[src/rtl/hazard_unit_if.sv]
// Handshake bundle between the pipeline control path and hazard_unit.
// Master is the pipeline side, slave is the hazard unit.
interface hazard_unit_if #(
  parameter int CNT_W = 16
);
  logic [31:0]      id_instruction;
  logic             id_reg_write;
  logic             id_mem_to_reg;
  logic             ex_branch_taken;
  logic             mem_req;
  logic             mem_ready;
  logic             stale;
  logic             pc_hold;
  logic             ifid_hold;
  logic             flush;
  logic             freeze;
  logic [1:0]       cause;
  logic [CNT_W-1:0] stall_cycles;

  modport master (
    output id_instruction, id_reg_write, id_mem_to_reg,
    output ex_branch_taken, mem_req, mem_ready,
    input  stale, pc_hold, ifid_hold, flush, freeze,
    input  cause, stall_cycles
  );

  modport slave (
    input  id_instruction, id_reg_write, id_mem_to_reg,
    input  ex_branch_taken, mem_req, mem_ready,
    output stale, pc_hold, ifid_hold, flush, freeze,
    output cause, stall_cycles
  );
endinterface

[src/rtl/hazard_unit.sv]
// RAW scoreboard and stall/flush/memwait sequencer for the 5-stage core.
// Define HAZARD_FORWARDING_EN to stall on load-use in EX only.
module hazard_unit #(
  parameter int CNT_W = 16
) (
  input logic        clk,
  input logic        rst,
  hazard_unit_if.slave hz
);

  typedef struct packed {
    logic       valid;
    logic [4:0] rd;
    logic       is_load;
  } slot_t;

  typedef enum logic [1:0] {
    RUN     = 2'd0,
    STALL   = 2'd1,
    FLUSH   = 2'd2,
    MEMWAIT = 2'd3
  } mode_e;

  localparam logic [6:0] OP_LUI    = 7'b0110111;
  localparam logic [6:0] OP_AUIPC  = 7'b0010111;
  localparam logic [6:0] OP_JAL    = 7'b1101111;
  localparam logic [6:0] OP_BRANCH = 7'b1100011;
  localparam logic [6:0] OP_STORE  = 7'b0100011;
  localparam logic [6:0] OP_OP     = 7'b0110011;

  slot_t            sb_ex, sb_mem, sb_wb;
  logic [CNT_W-1:0] cnt;
  mode_e            mode;

  logic [6:0] opcode;
  logic [4:0] rs1, rs2, rd;
  logic       use_rs1, use_rs2;
  logic       hazard, memwait;
  logic       is_wait, is_flush, is_stall;
  logic       unused_bits;

  assign opcode = hz.id_instruction[6:0];
  assign rd     = hz.id_instruction[11:7];
  assign rs1    = hz.id_instruction[19:15];
  assign rs2    = hz.id_instruction[24:20];

  assign unused_bits = ^{hz.id_instruction[31:25],
                         hz.id_instruction[14:12],
                         sb_wb};

  always_comb begin
    use_rs1 = 1'b1;
    unique case (opcode)
      OP_LUI, OP_AUIPC, OP_JAL: use_rs1 = 1'b0;
      default: ;
    endcase
  end

  assign use_rs2 = (opcode == OP_BRANCH) ||
                   (opcode == OP_STORE) ||
                   (opcode == OP_OP);

  function automatic logic hit(slot_t s, logic u1,
                               logic u2, logic [4:0] r1,
                               logic [4:0] r2);
    return s.valid &&
      ((u1 && r1 != 5'd0 && r1 == s.rd) ||
       (u2 && r2 != 5'd0 && r2 == s.rd));
  endfunction

`ifdef HAZARD_FORWARDING_EN
  assign hazard = sb_ex.is_load &&
    hit(sb_ex, use_rs1, use_rs2, rs1, rs2);
`else
  // no write-through register file, so WB still conflicts
  assign hazard = hit(sb_ex, use_rs1, use_rs2, rs1, rs2) ||
                  hit(sb_mem, use_rs1, use_rs2, rs1, rs2) ||
                  hit(sb_wb, use_rs1, use_rs2, rs1, rs2);
`endif

  assign memwait  = hz.mem_req & ~hz.mem_ready;
  assign is_wait  = ~rst & memwait;
  assign is_flush = ~rst & ~memwait & hz.ex_branch_taken;
  assign is_stall = ~rst & ~memwait &
                    ~hz.ex_branch_taken & hazard;

  always_comb begin
    mode = RUN;
    unique case (1'b1)
      is_wait:  mode = MEMWAIT;
      is_flush: mode = FLUSH;
      is_stall: mode = STALL;
      default:  mode = RUN;
    endcase
  end

  assign hz.stale        = rst | is_flush | is_stall;
  assign hz.pc_hold      = is_wait | is_stall;
  assign hz.ifid_hold    = is_wait | is_stall;
  assign hz.flush        = is_flush;
  assign hz.freeze       = is_wait;
  assign hz.cause        = mode;
  assign hz.stall_cycles = cnt;

  always_ff @(posedge clk) begin
    if (rst) begin
      sb_ex  <= '0;
      sb_mem <= '0;
      sb_wb  <= '0;
      cnt    <= '0;
    end else begin
      if (!is_wait) begin
        sb_wb         <= sb_mem;
        sb_mem        <= sb_ex;
        sb_ex.valid   <= hz.id_reg_write && (rd != 5'd0) &&
                         !hz.stale;
        sb_ex.rd      <= rd;
        sb_ex.is_load <= hz.id_mem_to_reg;
      end
      if (hz.pc_hold && !(&cnt))
        cnt <= cnt + CNT_W'(1);
    end
  end

endmodule

[src/flat_wrapper.sv]
// flat-port wrapper written by rule: the top's interface ports become plain ports
module hazard_unit_flat 
#(
  parameter int CNT_W = 16
)
  (clk, rst, hz_id_instruction, hz_id_reg_write, hz_id_mem_to_reg, hz_ex_branch_taken, hz_mem_req, hz_mem_ready, hz_stale, hz_pc_hold, hz_ifid_hold, hz_flush, hz_freeze, hz_cause, hz_stall_cycles);
  hazard_unit_if #(.CNT_W(CNT_W)) hz_i ();
  input logic clk;
  input logic rst;
  input wire logic [$bits(hz_i.id_instruction)-1:0] hz_id_instruction;
  input wire logic [$bits(hz_i.id_reg_write)-1:0] hz_id_reg_write;
  input wire logic [$bits(hz_i.id_mem_to_reg)-1:0] hz_id_mem_to_reg;
  input wire logic [$bits(hz_i.ex_branch_taken)-1:0] hz_ex_branch_taken;
  input wire logic [$bits(hz_i.mem_req)-1:0] hz_mem_req;
  input wire logic [$bits(hz_i.mem_ready)-1:0] hz_mem_ready;
  output wire logic [$bits(hz_i.stale)-1:0] hz_stale;
  output wire logic [$bits(hz_i.pc_hold)-1:0] hz_pc_hold;
  output wire logic [$bits(hz_i.ifid_hold)-1:0] hz_ifid_hold;
  output wire logic [$bits(hz_i.flush)-1:0] hz_flush;
  output wire logic [$bits(hz_i.freeze)-1:0] hz_freeze;
  output wire logic [$bits(hz_i.cause)-1:0] hz_cause;
  output wire logic [$bits(hz_i.stall_cycles)-1:0] hz_stall_cycles;
  assign hz_i.id_instruction = hz_id_instruction;
  assign hz_i.id_reg_write = hz_id_reg_write;
  assign hz_i.id_mem_to_reg = hz_id_mem_to_reg;
  assign hz_i.ex_branch_taken = hz_ex_branch_taken;
  assign hz_i.mem_req = hz_mem_req;
  assign hz_i.mem_ready = hz_mem_ready;
  assign hz_stale = hz_i.stale;
  assign hz_pc_hold = hz_i.pc_hold;
  assign hz_ifid_hold = hz_i.ifid_hold;
  assign hz_flush = hz_i.flush;
  assign hz_freeze = hz_i.freeze;
  assign hz_cause = hz_i.cause;
  assign hz_stall_cycles = hz_i.stall_cycles;
  hazard_unit #(.CNT_W(CNT_W)) u_core (.clk(clk), .rst(rst), .hz(hz_i));
endmodule
[config.mk]
export PLATFORM = sky130hd
export DESIGN_NAME = hazard_unit_flat
export DESIGN_NICKNAME = d
export VERILOG_FILES = /design/src/rtl/hazard_unit_if.sv /design/src/rtl/hazard_unit.sv /design/src/flat_wrapper.sv
export SDC_FILE = /design/constraint.sdc
export NUM_CORES = 1
export LEC_CHECK = 0
export CAP_MARGIN = 20
export CORE_MARGIN = 1
export CORE_UTILIZATION = 35
export DETAILED_ROUTE_END_ITERATION = 6
export GPL_TIMING_DRIVEN = 0
export HOLD_SLACK_MARGIN = 0.05
export PLACE_DENSITY = 0.65
export SETUP_SLACK_MARGIN = 0.02
export SYNTH_ARGS = -nofsm -noshare
export SYNTH_HDL_FRONTEND = slang
export SYNTH_SLANG_ARGS = --single-unit
[constraint.sdc]
create_clock -name clk -period 3.53 [get_ports clk]
set_clock_uncertainty 0.2 [all_clocks]
set_input_delay 0.5295 -clock clk [delete_from_list [all_inputs] [get_ports clk]]
set_output_delay 0.5295 -clock clk [all_outputs]
set_load 0.01 [all_outputs]
Word level (Yosys, flattened, before mapping)
Index checks and enable logic that the tools add are counted.
{ "totals": {"word_cells": 63, "in_bits": 39, "regBits": 34, "out_inout_bits": 23} }
{ "classes": {"n_eq_ne": 12, "muxes": 2, "bitwise": 13, "addsub": 1, "n_reduce_logical": 28} }
{ "op_table": {"columns": ["operator", "count"], "rows": [
  ["== test 5 bit", 6],
  ["== test 7 x 6 -> 1 bit, second input constant", 3],
  ["adder 16 x 1 -> 16 bit, second input constant", 1],
  ["AND reduction 16 bit", 1],
  ["nonzero test 5 bit", 3],
  ["== test 7 bit, second input constant", 2],
  ["logical AND 1 bit", 14],
  ["== test 7 x 5 -> 1 bit, second input constant", 1],
  ["logical OR 1 bit", 7],
  ["AND 1 bit", 6],
  ["one-hot mux 2 bit (3 select lines)", 1],
  ["NOT 1 bit", 4],
  ["bitwise OR 1 bit", 3],
  ["OR reduction 3 bit", 1],
  ["zero test 1 bit", 2],
  ["two-way mux 1 bit", 1]
]} }

Depth between registers and ports, before layout
{ "depth": {"word_depth": 13, "ltp_mapped": 11, "mapped_depth_nobuf": 9} }

Least setup slack after synthesis
Ideal clock, no wire load.
{ "synth_timing": {"path_type": "input port to output port", "start": "input hz_id_instruction[15]", "end": "output hz_pc_hold", "arrival_ps": 2378, "path_stages": 9, "t_required_ps": 2800, "path_buffers": 3, "setup_slack_ps": 423, "path_cell_list": "or4_1 > o22a_1 > a22o_1 > a221o_1 > a21oi_2 > buf_6 > buf_6 > inv_1 > buf_4"} }
{ "synth_via": {"elab_chain_cells": 9, "word_cells_on_any_way": 18, "classes_between": "3 x eq/ne; 2 x bitwise; 13 x reduce/logical"} }
{ "synth_rtl": {"columns": ["element", "line_no", "rtl"], "rows": [
  ["from (decl)", "flat_wrapper.sv:10", "input wire logic [$bits(hz_i.id_instruction)-1:0] hz_id_instruction;"],
  ["nonzero test 5 bit", "hazard_unit.sv:67", "((u1 && r1 != 5'd0 && r1 == s.rd) ||"],
  ["logical AND 1 bit (2 in series)", "hazard_unit.sv:67", null],
  ["logical OR 1 bit", "hazard_unit.sv:67", null],
  ["logical AND 1 bit", "hazard_unit.sv:66", "return s.valid &&"],
  ["logical OR 1 bit", "hazard_unit.sv:76", "assign hazard = hit(sb_ex, use_rs1, use_rs2, rs1, rs2) ||"],
  ["logical OR 1 bit *", "hazard_unit.sv:77", "hit(sb_mem, use_rs1, use_rs2, rs1, rs2) ||"],
  ["AND 1 bit *", "hazard_unit.sv:85", "~hz.ex_branch_taken & hazard;"],
  ["bitwise OR 1 bit *", null, null],
  ["to (decl)", "flat_wrapper.sv:17", "output wire logic [$bits(hz_i.pc_hold)-1:0] hz_pc_hold;"]
]} }
Mark *: on every way between the ends. The rest lies on a longest branch, timed or not.

Worst setup path in the final report
{ "layout_timing": {"start": "input hz_id_instruction[15]", "end": "output hz_cause[0]"} }
{ "layout_via": {"elab_chain_cells": 9, "word_cells_on_any_way": 18, "classes_between": "3 x eq/ne; 1 x mux; 1 x bitwise; 13 x reduce/logical"} }
{ "layout_rtl": {"columns": ["element", "line_no", "rtl"], "rows": [
  ["nonzero test 5 bit", "hazard_unit.sv:67", null],
  ["logical AND 1 bit (2 in series)", "hazard_unit.sv:67", null],
  ["logical OR 1 bit", "hazard_unit.sv:67", null],
  ["logical AND 1 bit", "hazard_unit.sv:66", null],
  ["logical OR 1 bit", "hazard_unit.sv:76", null],
  ["logical OR 1 bit *", "hazard_unit.sv:77", null],
  ["AND 1 bit *", "hazard_unit.sv:85", null],
  ["one-hot mux 2 bit (3 select lines) *", "hazard_unit.sv:89", "unique case (1'b1)"],
  ["to (decl)", "flat_wrapper.sv:21", "output wire logic [$bits(hz_i.cause)-1:0] hz_cause;"]
]} }
Marked as above.

==> report_table.html <==
<table>
<tr><th>Metric</th><th>Value</th></tr>
<tr><th colspan="2">Cells and area</th></tr>
<tr><td>Combined area of the multi-input logic cells</td><td>1140 um2</td></tr>
<tr><td>Cell area after layout</td><td>2570 um2</td></tr>
<tr><td>Fill count</td><td>535</td></tr>
<tr><td>Highest-count cells in the layout ignoring fill and taps</td><td>sky130_fd_sc_hd__clkdlybuf4s50_1 (37), sky130_fd_sc_hd__dfxtp_1 (34), sky130_fd_sc_hd__xor2_1 (20), sky130_fd_sc_hd__a22o_1 (18), sky130_fd_sc_hd__nand2_1 (15)</td></tr>
<tr><td>Total area of sequential cells</td><td>681 um2</td></tr>
<tr><td>Area growth from synthesis to final layout</td><td>36.1%</td></tr>
<tr><td>Most common cell after layout, fill and taps aside</td><td>sky130_fd_sc_hd__clkdlybuf4s50_1</td></tr>
<tr><td>Proportion of layout cells with a drive suffix above 1</td><td>9.12%</td></tr>
<tr><td>Post-layout nets</td><td>313</td></tr>
<tr><td>Antenna cell count</td><td>0</td></tr>
<tr><th colspan="2">Detailed routing</th></tr>
<tr><td>Number of optimization iterations in the first detailed-route pass</td><td>4</td></tr>
<tr><td>Remaining antenna violation count after routing</td><td>0</td></tr>
<tr><td>Total Wirelength</td><td>5010 um</td></tr>
<tr><td>Ratio of routed vias to standard cells</td><td>5.35</td></tr>
<tr><td>Starting DRT DRC Count</td><td>110</td></tr>
<tr><td>Detailed-route DRC error count</td><td>0</td></tr>
<tr><td>Total via count after detailed routing</td><td>1,840</td></tr>
<tr><td>Post-detailed-route wirelength per cell</td><td>14.6 um</td></tr>
<tr><th colspan="2">Power</th></tr>
<tr><td>IR Drop Worst-Case VDD</td><td>0.169 mV</td></tr>
<tr><td>Leakage component of the power</td><td>0.000998 uW</td></tr>
<tr><td>Power density of the placed cells</td><td>323 nW/um2</td></tr>
<tr><th colspan="2">Critical path</th></tr>
<tr><td>Startpoint-to-endpoint class of the critical path</td><td>in2out</td></tr>
<tr><td>Category of the worst setup path capture point</td><td>output pin</td></tr>
<tr><td>Critical Path RT</td><td>2.80 ns</td></tr>
<tr><td>Critical Path Start Type</td><td>input port</td></tr>
<tr><td>Arrival time reported for the critical path endpoint</td><td>2.64 ns</td></tr>
<tr><td>Reg-to-reg setup timing slack</td><td>0.64 ns</td></tr>
<tr><td>Maximum fanout along the worst path</td><td>4</td></tr>
<tr><th colspan="2">Global routing</th></tr>
<tr><td>First-pass GRT wire length</td><td>8200 um</td></tr>
<tr><td>Overflow left after global routing</td><td>0</td></tr>
<tr><td>Overall global routing resource usage</td><td>19.2%</td></tr>
<tr><td>Pin count of the biggest net entering global routing</td><td>11</td></tr>
<tr><td>Antenna violations before repair</td><td>0</td></tr>
<tr><td>Number of global-route vias before repair</td><td>1,678</td></tr>
<tr><th colspan="2">STA</th></tr>
<tr><td>Normalized max-slew margin</td><td>47.2%</td></tr>
<tr><td>Actual transition at the worst max-transition pin</td><td>0.786 ns</td></tr>
<tr><td>Total negative setup slack</td><td>0 ns</td></tr>
<tr><td>Tmin final</td><td>3.37 ns</td></tr>
<tr><td>Final Hold Fails</td><td>0</td></tr>
<tr><td>Setup violation total in the final timing report</td><td>0</td></tr>
<tr><td>Final period utilization</td><td>95.5%</td></tr>
<tr><td>Setup repair after global routing missed its margin</td><td>no</td></tr>
<tr><td>Maximum achievable frequency</td><td>0.297 GHz</td></tr>
<tr><td>Max-slew violations</td><td>0</td></tr>
<tr><th colspan="2">Floorplanning</th></tr>
<tr><td>Width of the die</td><td>75.5 um</td></tr>
<tr><td>Starting density of the core</td><td>36.8%</td></tr>
<tr><td>Top-level port count</td><td>62</td></tr>
<tr><td>Total die area</td><td>5700 um2</td></tr>
<tr><td>Number of rows created at floorplan</td><td>26</td></tr>
<tr><td>Area of the placeable core</td><td>5140 um2</td></tr>
<tr><td>Chip height</td><td>75.5 um</td></tr>
<tr><th colspan="2">Synth</th></tr>
<tr><td>Mapped Nets</td><td>254</td></tr>
<tr><td>Cell variety after synth</td><td>41</td></tr>
<tr><td>Synthesized area</td><td>1890 um2</td></tr>
<tr><td>Sequential area share after synthesis</td><td>36.0%</td></tr>
<tr><td>Number of instances in the synthesized netlist</td><td>214</td></tr>
<tr><td>Warnings, synthesis</td><td>0</td></tr>
<tr><td>Register bit total from synthesis</td><td>34</td></tr>
<tr><td>Post-synthesis average cell area</td><td>8.83 um2</td></tr>
<tr><th colspan="2">Min path</th></tr>
<tr><td>Path type of the worst min-delay path</td><td>reg2reg</td></tr>
<tr><th colspan="2">Clocking</th></tr>
<tr><td>H-tree Lvls</td><td>2</td></tr>
<tr><td>CTS tree</td><td>built</td></tr>
<tr><td>Clk slew on worst S/H paths</td><td>0.07 ns</td></tr>
<tr><td>Clock latency on the worst-skew pair</td><td>0.29 ns</td></tr>
<tr><td>CTS buffer count</td><td>5</td></tr>
<tr><td>Clk Tree Root Cell</td><td>sky130_fd_sc_hd__clkbuf_8</td></tr>
<tr><td>Buffer levels on the longest clock path</td><td>2</td></tr>
<tr><td>Sink Count</td><td>34</td></tr>
<tr><td>Number of buffers inserted by hold repair at cts</td><td>0</td></tr>
<tr><th colspan="2">Place</th></tr>
<tr><td>Number of buffers added on ports</td><td>49</td></tr>
<tr><td>Placer congestion estimate</td><td>0.834</td></tr>
<tr><td>Half-perimeter wire length of the detailed placement result</td><td>3610 um</td></tr>
<tr><td>Cell area reported after detailed placement</td><td>2470 um2</td></tr>
<tr><th colspan="2">Outcome</th></tr>
<tr><td>Status</td><td>finished, final reports clean</td></tr>
<tr><th colspan="2">Run</th></tr>
<tr><td>Number of maximum-capacitance violations</td><td>0</td></tr>
</table>
-- state kept, by name, indices dropped and copies added (netlist names) --
name / count
u_core.hz.stall_cycles: 16
u_core.sb_ex: 6
u_core.sb_mem: 6
u_core.sb_wb: 6
-- layer usage --
metal | up-vias | wire (um) | global-route usage (%)
met5 | - | 0 | 0
met4 | 0 | 55 | 5.97
met3 | 5 | 239 | 4.23
met1 | 867 | 2520 | 27.7
met2 | 48 | 2200 | 28.6
li1 | 920 | - | -
-- timing repair --
item	4_1_cts	5_1_grt
endpoints found under the hold margin	0	0
resized for setup	23	7
cloned	0	0
pin swaps	3	4
buffers inserted	3	1
setup endpoints to repair	4	3
-- where the power goes --
part	leakage, uW	switching [uW]	internal [uW]
Sequential	0.000276	13.2	394
Clock	0.0000482	148	157
Combinational	0.000673	55.3	63.9
-- path summary, 6_finish.rpt --
check / cells after the start / start / to
min: 2 / u_core.sb_ex[6] / u_core.sb_ex[6]
max reg2reg: 11 / u_core.sb_mem[1] / u_core.hz.stall_cycles[11]
min reg2reg: 2 / u_core.sb_ex[6] / u_core.sb_ex[6]
max: 10 / hz_id_instruction[15] / hz_cause[0]
-- through the flow --
step | total power, uW | cells | util (%) | hold WS [ns] | setup slack [ns]
3_5_place_dp | 537 | 333 | 48.0 | 0.268 | -0.776
6_report | 832 | 344 | 50.0 | 0.271 | 0.160
2_1_floorplan | 473 | 214 | - | 0.231 | 0.423
3_3_place_gp | 535 | 333 | 48.0 | 0.249 | -0.778
4_1_cts | 840 | 343 | 49.8 | 0.278 | 0.0568
5_1_grt | 867 | 344 | 50.0 | 0.311 | 0.0454
-- cells in the mapped netlist, drive strengths merged --
master / number / area [um2]
o21ai: 6 / 30.0
o311ai: 5 / 43.8
o22a: 1 / 8.76
inv: 7 / 26.3
a221o: 1 / 10.0
o2111ai: 1 / 8.76
dfxtp: 34 / 681
xnor2: 10 / 87.6
a211oi: 1 / 7.51
mux2: 3 / 33.8
nand2b: 2 / 12.5
nor3: 5 / 25.0
nand2: 15 / 56.3
xor2: 20 / 175
a2111oi: 1 / 8.76
nand3: 13 / 65.1
a22o: 18 / 158
nor3b: 2 / 15.0
nor2: 6 / 22.5
ha: 1 / 12.5
o41ai: 3 / 26.3
and3: 4 / 25.0
or4: 8 / 60.1
a31oi: 1 / 6.26
a21oi: 9 / 48.8
or2: 1 / 6.26
and2: 2 / 12.5
o31ai: 4 / 30.0
nor2b: 4 / 25.0
nand4: 4 / 25.0
buf: 5 / 38.8
nor4: 6 / 43.8
a21boi: 1 / 7.51
or3: 4 / 25.0
clkbuf: 6 / 22.5
-- critical path, cell delays in order --
cell and delay [ns]:
sky130_fd_sc_hd__buf_2 0.14, sky130_fd_sc_hd__or4_4 0.53, sky130_fd_sc_hd__o22a_1 0.20, sky130_fd_sc_hd__a22o_1 0.21, sky130_fd_sc_hd__a221o_1 0.35, sky130_fd_sc_hd__a21oi_2 0.19, sky130_fd_sc_hd__buf_6 0.13, sky130_fd_sc_hd__buf_4 0.11
sky130_fd_sc_hd__inv_1 0.03, sky130_fd_sc_hd__clkdlybuf4s15_1 0.22
-- logic make-up after synthesis --
kind of cell,after synthesis,share of synthesized area (%)
simple gates,76,22.2
mux,3,1.79
xor+xnor,30,13.9
buf+inv,18,4.63
compound gates,52,20.8
flops,34,36.0
fa+ha+maj,1,0.662
-- area by class of cell --
cell class	instances	share of cell area (%)
Timing Repair Buffer	53	19.4
Inverter	7	1.02
Buffer	10	1.95
Clock buffer	7	3.36
Sequential cell	34	26.5
Tap cell	70	3.40
Multi-Input combinational cell	162	44.2
Clock inverter	1	0.195
Power figures use the tool's default switching activity.
==> variant 1, RTL diff (config.mk and constraints unchanged) <==
The option `HAZARD_FORWARDING_EN` is turned on by a define.
--- a/src/rtl/hazard_unit.sv
+++ b/src/rtl/hazard_unit.sv
@@ -2,2 +2,4 @@
 // Define HAZARD_FORWARDING_EN to stall on load-use in EX only.
+`define HAZARD_FORWARDING_EN
+
 module hazard_unit #(
Formal check against the unedited RTL: not equivalent (Yosys sat finds a counterexample within 4 cycles, from zero or initial values and one cycle with rst high).
==> variant 1 against the original RTL <==
- cell count is 22% lower
- worst setup slack worse by 0.0039 ns
- final area fell by 22%
- maximum frequency down 0.12%
- routed wire length shrank 27%
- via count decreased by 25%
- sequential cell count shrank 11
- largest cell class unchanged
- total power decreased by 36%
- area after synthesis down 28%
- critical endpoint is now hz_pc_hold
- first-iteration DRC count decreased by 72%
==> variant 1: results (changes against the original RTL) <==
post-synthesis cell type count 42 (+2.4%); Post-Place Cells 262 (-21%); Clock Tree Buf Depth 2 (unchanged); non-filler cells, final 269 (-22%); vias per inst 5.10 (-4.7%); DP HPWL 2790 um (-23%); share of layout cells above drive strength 1 10.4% (+1.3 points); Num CTS Buffers 3 (-2); max FFs per register 16 (unchanged); Peak supply drop 0.149 mV (-12%); Ys Warns 0 (unchanged); post-synth net total 203 (-20%); Cells after Synth 163 (-24%); Hold Crit Start u_core.sb_ex[0]$_SDFFE_PP0N_; number of H-tree levels 1 (-1); clk root buf clkbuf_8; Place WS -0.0630 ns (+0.713 ns); WHS Endpoint u_core.sb_ex[0]$_SDFFE_PP0N_; Rel. slew slack 68.1% (+21 points); Initial DRT Pass Iterations 4 (unchanged); crit-path max FO 6 (+2); Port Buffers 51 (+4.1%); Yosys top cell area share 34.0% (-2.0 points); routability cong. 0.742 (-11%); Area Growth Syn to Fin 47.8%; largest net degree at the start of global routing 14 (+3); leak pwr 0.718 nW (-28%); Hold Path Depth 2 (unchanged); r2r startpoint u_core.hz.stall_cycles[0]$_SDFFE_PP0P_; R2R cell count 7 (-4); vias in the first global route 1346 (-20%); drt total wl 3630 um (-27%); r2r endpoint u_core.hz.stall_cycles[13]$_SDFFE_PP0P_; asr flop ratio synth 0% (unchanged); clock-pin slew on the worst setup and hold paths roughly 0.080 ns; Synth area leaders dfxtp_1, nand2_1, a21oi_1; number of antenna repair diodes 0 (unchanged); first-pass GRT wire length 5800 um (-29%); WHS 0.258 ns (-0.0131 ns); commonest cells in the netlist nand2_1, dfxtp_1, a21oi_1; antenna violations before repair 0 (unchanged); sequential area share after synthesis 34.0% (-2.0 points); gr usage total 17.9% (-1.3 points); Skew-Pair Late Insertion Delay 0.27 ns (-0.02 ns); r2r setup slk 1.11 ns (+0.47 ns); Starting DRT DRC Count 31 (-72%); status complete, no violations; Hold WC Path Type reg -> reg; Synth Flop Type dfxtp_1
[variant 1: changes by cell type in the layout (fill, tap and decap cells not counted), moves of 9 or more]
cell,unedited run,this run
clkdlybuf4s50_1,37,50
a22o_1,18,0
xor2_1,20,4
dfxtp_1,34,23
nand2_1,15,24
[variant 1: report_power, final]
group          switching [mW]  internal (mW)  leakage [nW]
clock network          0.0863         0.0789        0.0255
registers             0.00655          0.265         0.187
logic                  0.0407         0.0563         0.505
total                   0.134          0.400         0.718
[variant 1: layout make-up]
cell class,instances,area (um2)
flip-flops and latches,23,460
inverters,3,11.3
well taps,48,60.1
clock buffers,3,41.3
plain buffers,5,30.0
repair buffers,54,536
clock inverters,1,5.00
multi-input cells,132,860
fillers,355,1690
[variant 1: how the worst max path moves through the flow]
| stage | to | cells past startpoint | slack [ns] | start |
|---|---|---|---|---|
| 6_report | hz_pc_hold | 9 | 0.16 | hz_id_instruction[3] |
| 5_1_grt | hz_pc_hold | 10 | 0.02 | hz_mem_req |
| 4_1_cts | hz_pc_hold | 10 | 0.04 | hz_mem_req |
| 3_5_place_dp | hz_pc_hold | 10 | -0.06 | hz_mem_req |
| 3_3_place_gp | hz_pc_hold | 9 | -0.1 | hz_id_instruction[20] |
| 2_1_floorplan | hz_pc_hold | 8 | 1.02 | hz_mem_req |
[variant 1: worst max-delay path, stage by stage]
cell             delay [ns]
clkdlybuf4s50_1        0.52
and4b_1                0.20
a21oi_1                0.05
o2111ai_2              0.24
o22ai_4                0.12
nor2_2                 0.26
inv_2                  0.11
buf_4                  0.14
clkdlybuf4s50_1        0.46
[variant 1: what timing repair did]
item                       in CTS  in global routing
setup endpoints to repair       2                  3
buffers inserted                1                  2
cloned                          0                  0
pin swaps                       1                  6
gates resized for setup         0                  2
[variant 1: kinds of logic (layout without fill, tap and decap cells)]
family | Yosys count | after routing | synth area share [%]
AND/OR/NAND/NOR | 83 | 83 | 35.0
AO/OA/AOI/OAI | 31 | 31 | 15.2
flip-flops | 23 | 23 | 34.0
XOR/XNOR | 12 | 12 | 7.76
buffers and inverters | 8 | 66 | 3.05
multiplexers | 5 | 5 | 4.06
adder cells (fa/ha/maj) | 1 | 1 | 0.923
[variant 1: per-layer routing]
metal	vias up	GRT usage, %	share of wire (%)
met4	0	5.00	0.88
met3	2	2.32	4.7
met1	630	20.5	44
met5	-	0	0
li1	704	-	-
met2	35	34.2	50
[variant 1: through the flow]
step	util, %	instance area, um2	TNS (ns)	total power, mW
floorplan	-	1360	0	0.318
global placement	52.2	1930	-0.108	0.371
detailed placement	52.2	1930	-0.0630	0.373
CTS	53.7	1980	0	0.539
global route	54.3	2000	0	0.559
finish	54.3	2000	0	0.534
==> variant 2, RTL diff (config.mk and constraints unchanged) <==
Made on the original files. Reset style: asynchronous (`rst`), changed in one clocked block.
--- a/src/rtl/hazard_unit.sv
+++ b/src/rtl/hazard_unit.sv
@@ -104,3 +104,3 @@
 
-  always_ff @(posedge clk) begin
+  always_ff @(posedge clk or posedge rst) begin
     if (rst) begin
Function: differs if rst is asserted again (counterexample within 4 cycles, from zero or initial values and one cycle with rst high); with rst held inactive, the same outputs for 10 cycles.
==> variant 2 against the original RTL <==
- synthesized cell count decreased by 18%
- global-route usage is 4.2 points lower
- final area grew 6.1%
- maximum frequency decreased by 1.1%
- routed wire length decreased by 15%
- worst setup slack worse by 0.038 ns
- area after synthesis rose by 4.6%
- critical path depth decreased by 2
- cell count shrank 10%
- sequential cell count did not move
Power is not compared: it rests on default switching activity, and its combinational part moved more than twofold at a synthesized area within 25%.
==> variant 2: results (changes against the original RTL) <==
routability cong. 0.800 (-4.1%); largest net degree at the start of global routing 25 (+14); Synth area leaders dfrtp_1, xor2_1, mux2_2; r2r endpoint u_core.hz.stall_cycles[12]$_DFFE_PP0P_; status complete, no violations; R2R cell count 8 (-3); # fillers 498 (-6.9%); CTS resizes 11 (-52%); r2r startpoint u_core.sb_ex[3]$_DFFE_PP0N_; WL per Instance 13.9 um (-4.6%); crit path launch hz_id_instruction[19]; asr flop ratio synth 100% (+100 points); grt ovf 0 (unchanged); gr usage total 15.1% (-4.2 points); Clock Tree Buf Depth 2 (unchanged); vias in the first global route 1416 (-16%); clk root buf clkbuf_8; number of H-tree levels 2 (unchanged); post-synthesis cell type count 34 (-17%); commonest cells in the netlist dfrtp_1, xor2_1, xnor2_1; Sw Share ~29%; sequential share of power between 40 and 50%; crit path DAT 2.68 ns (+0.04 ns); r2r setup slk 1.04 ns (+0.40 ns); DP HPWL 3260 um (-9.7%); number of antenna repair diodes 0 (unchanged); sequential area share after synthesis 43.0% (+7.0 points); Ys Warns 0 (unchanged); Post CTS Setup Buffer Count 2 (-1); Worst Tran Pin Value 0.575 ns (-0.211 ns); share of layout cells above drive strength 1 19.5% (+10 points); Initial DRT Pass Iterations 4 (unchanged); crit-path max FO 4 (unchanged); Synth Flop Type dfrtp_1; combinational power roughly 0.25 mW; # nets final 275 (-12%); Starting DRT DRC Count 44 (-60%); Place WS -0.104 ns (+0.672 ns); Port Buffers 49 (unchanged); Hold WC Path Type in -> async; Skew-Pair Late Insertion Delay between 0.2 and 0.3 ns; post-synth net total 215 (-15%); Critical Path End hz_pc_hold; clock-pin slew on the worst setup and hold paths 0.07 ns (about the same); leak pwr 1.15 nW; vias 1506 (-18%); Num CTS Buffers 5 (unchanged); Peak supply drop around 0.17 mV; max FFs per register 16 (unchanged); antenna violations before repair 0 (unchanged); Max Clock Freq 293 MHz (-1.1%); first-pass GRT wire length 7040 um (-14%)
variant 2: changes by cell type after synthesis, sizes merged, moves of 9 or more:
cell / unedited run / this run
a22o: 18 / 0
and3: 4 / 14
dfrtp: 0 / 34
dfxtp: 34 / 0
mux2: 3 / 19
xnor2: 10 / 19
variant 2: worst max-delay path, cell delays in order:
cell             delay (ns)
clkdlybuf4s50_1        0.51
or4_1                  0.43
nor2_1                 0.19
a31oi_2                0.09
o311ai_4               0.14
a31oi_2                0.16
buf_4                  0.16
clkdlybuf4s50_1        0.46
variant 2: per-stage QoR:
step / instances / hold slack, ns / instance area, um2 / total power, mW
2_1_floorplan: 175 / 0.285 / 1980 / 0.610
3_3_place_gp: 296 / 0.277 / 2560 / 0.736
3_5_place_dp: 297 / 0.288 / 2590 / 0.743
4_1_cts: 307 / 0.247 / 2710 / 1.05
5_1_grt: 308 / 0.296 / 2730 / 1.09
6_report: 308 / 0.238 / 2730 / 1.03
variant 2: routing by layer:
metal  global-route usage [%]  wire [um]  share of wire, %
met1                     21.4       2100                49
met5                        0          0                 0
met3                     3.45        173               4.0
met4                     5.66         59               1.4
met2                     22.1       1940                45
variant 2: logic make-up (layout without fill, tap and decap cells):
family                     after synthesis  in the layout  share of synthesized area, %
AOI/OAI and AO/OA                       14             14                          7.46
xor gates and xnor gates                44             44                          19.5
adders and majority gates                1              1                         0.632
buffers and inverters                    7             68                          1.96
DFF                                     34             34                          43.0
muxes                                   19             19                          11.0
and+or+nand+nor                         56             56                          16.4
variant 2: final cells by class:
type	instances	area share (%)
Inverter	2	0.275
Multi-Input combinational cell	134	40.9
Clock inverter	2	0.458
Buffer	5	1.15
Tap cell	72	3.30
Sequential cell	34	31.2
Timing Repair Buffer	53	19.8
Clock buffer	6	3.02
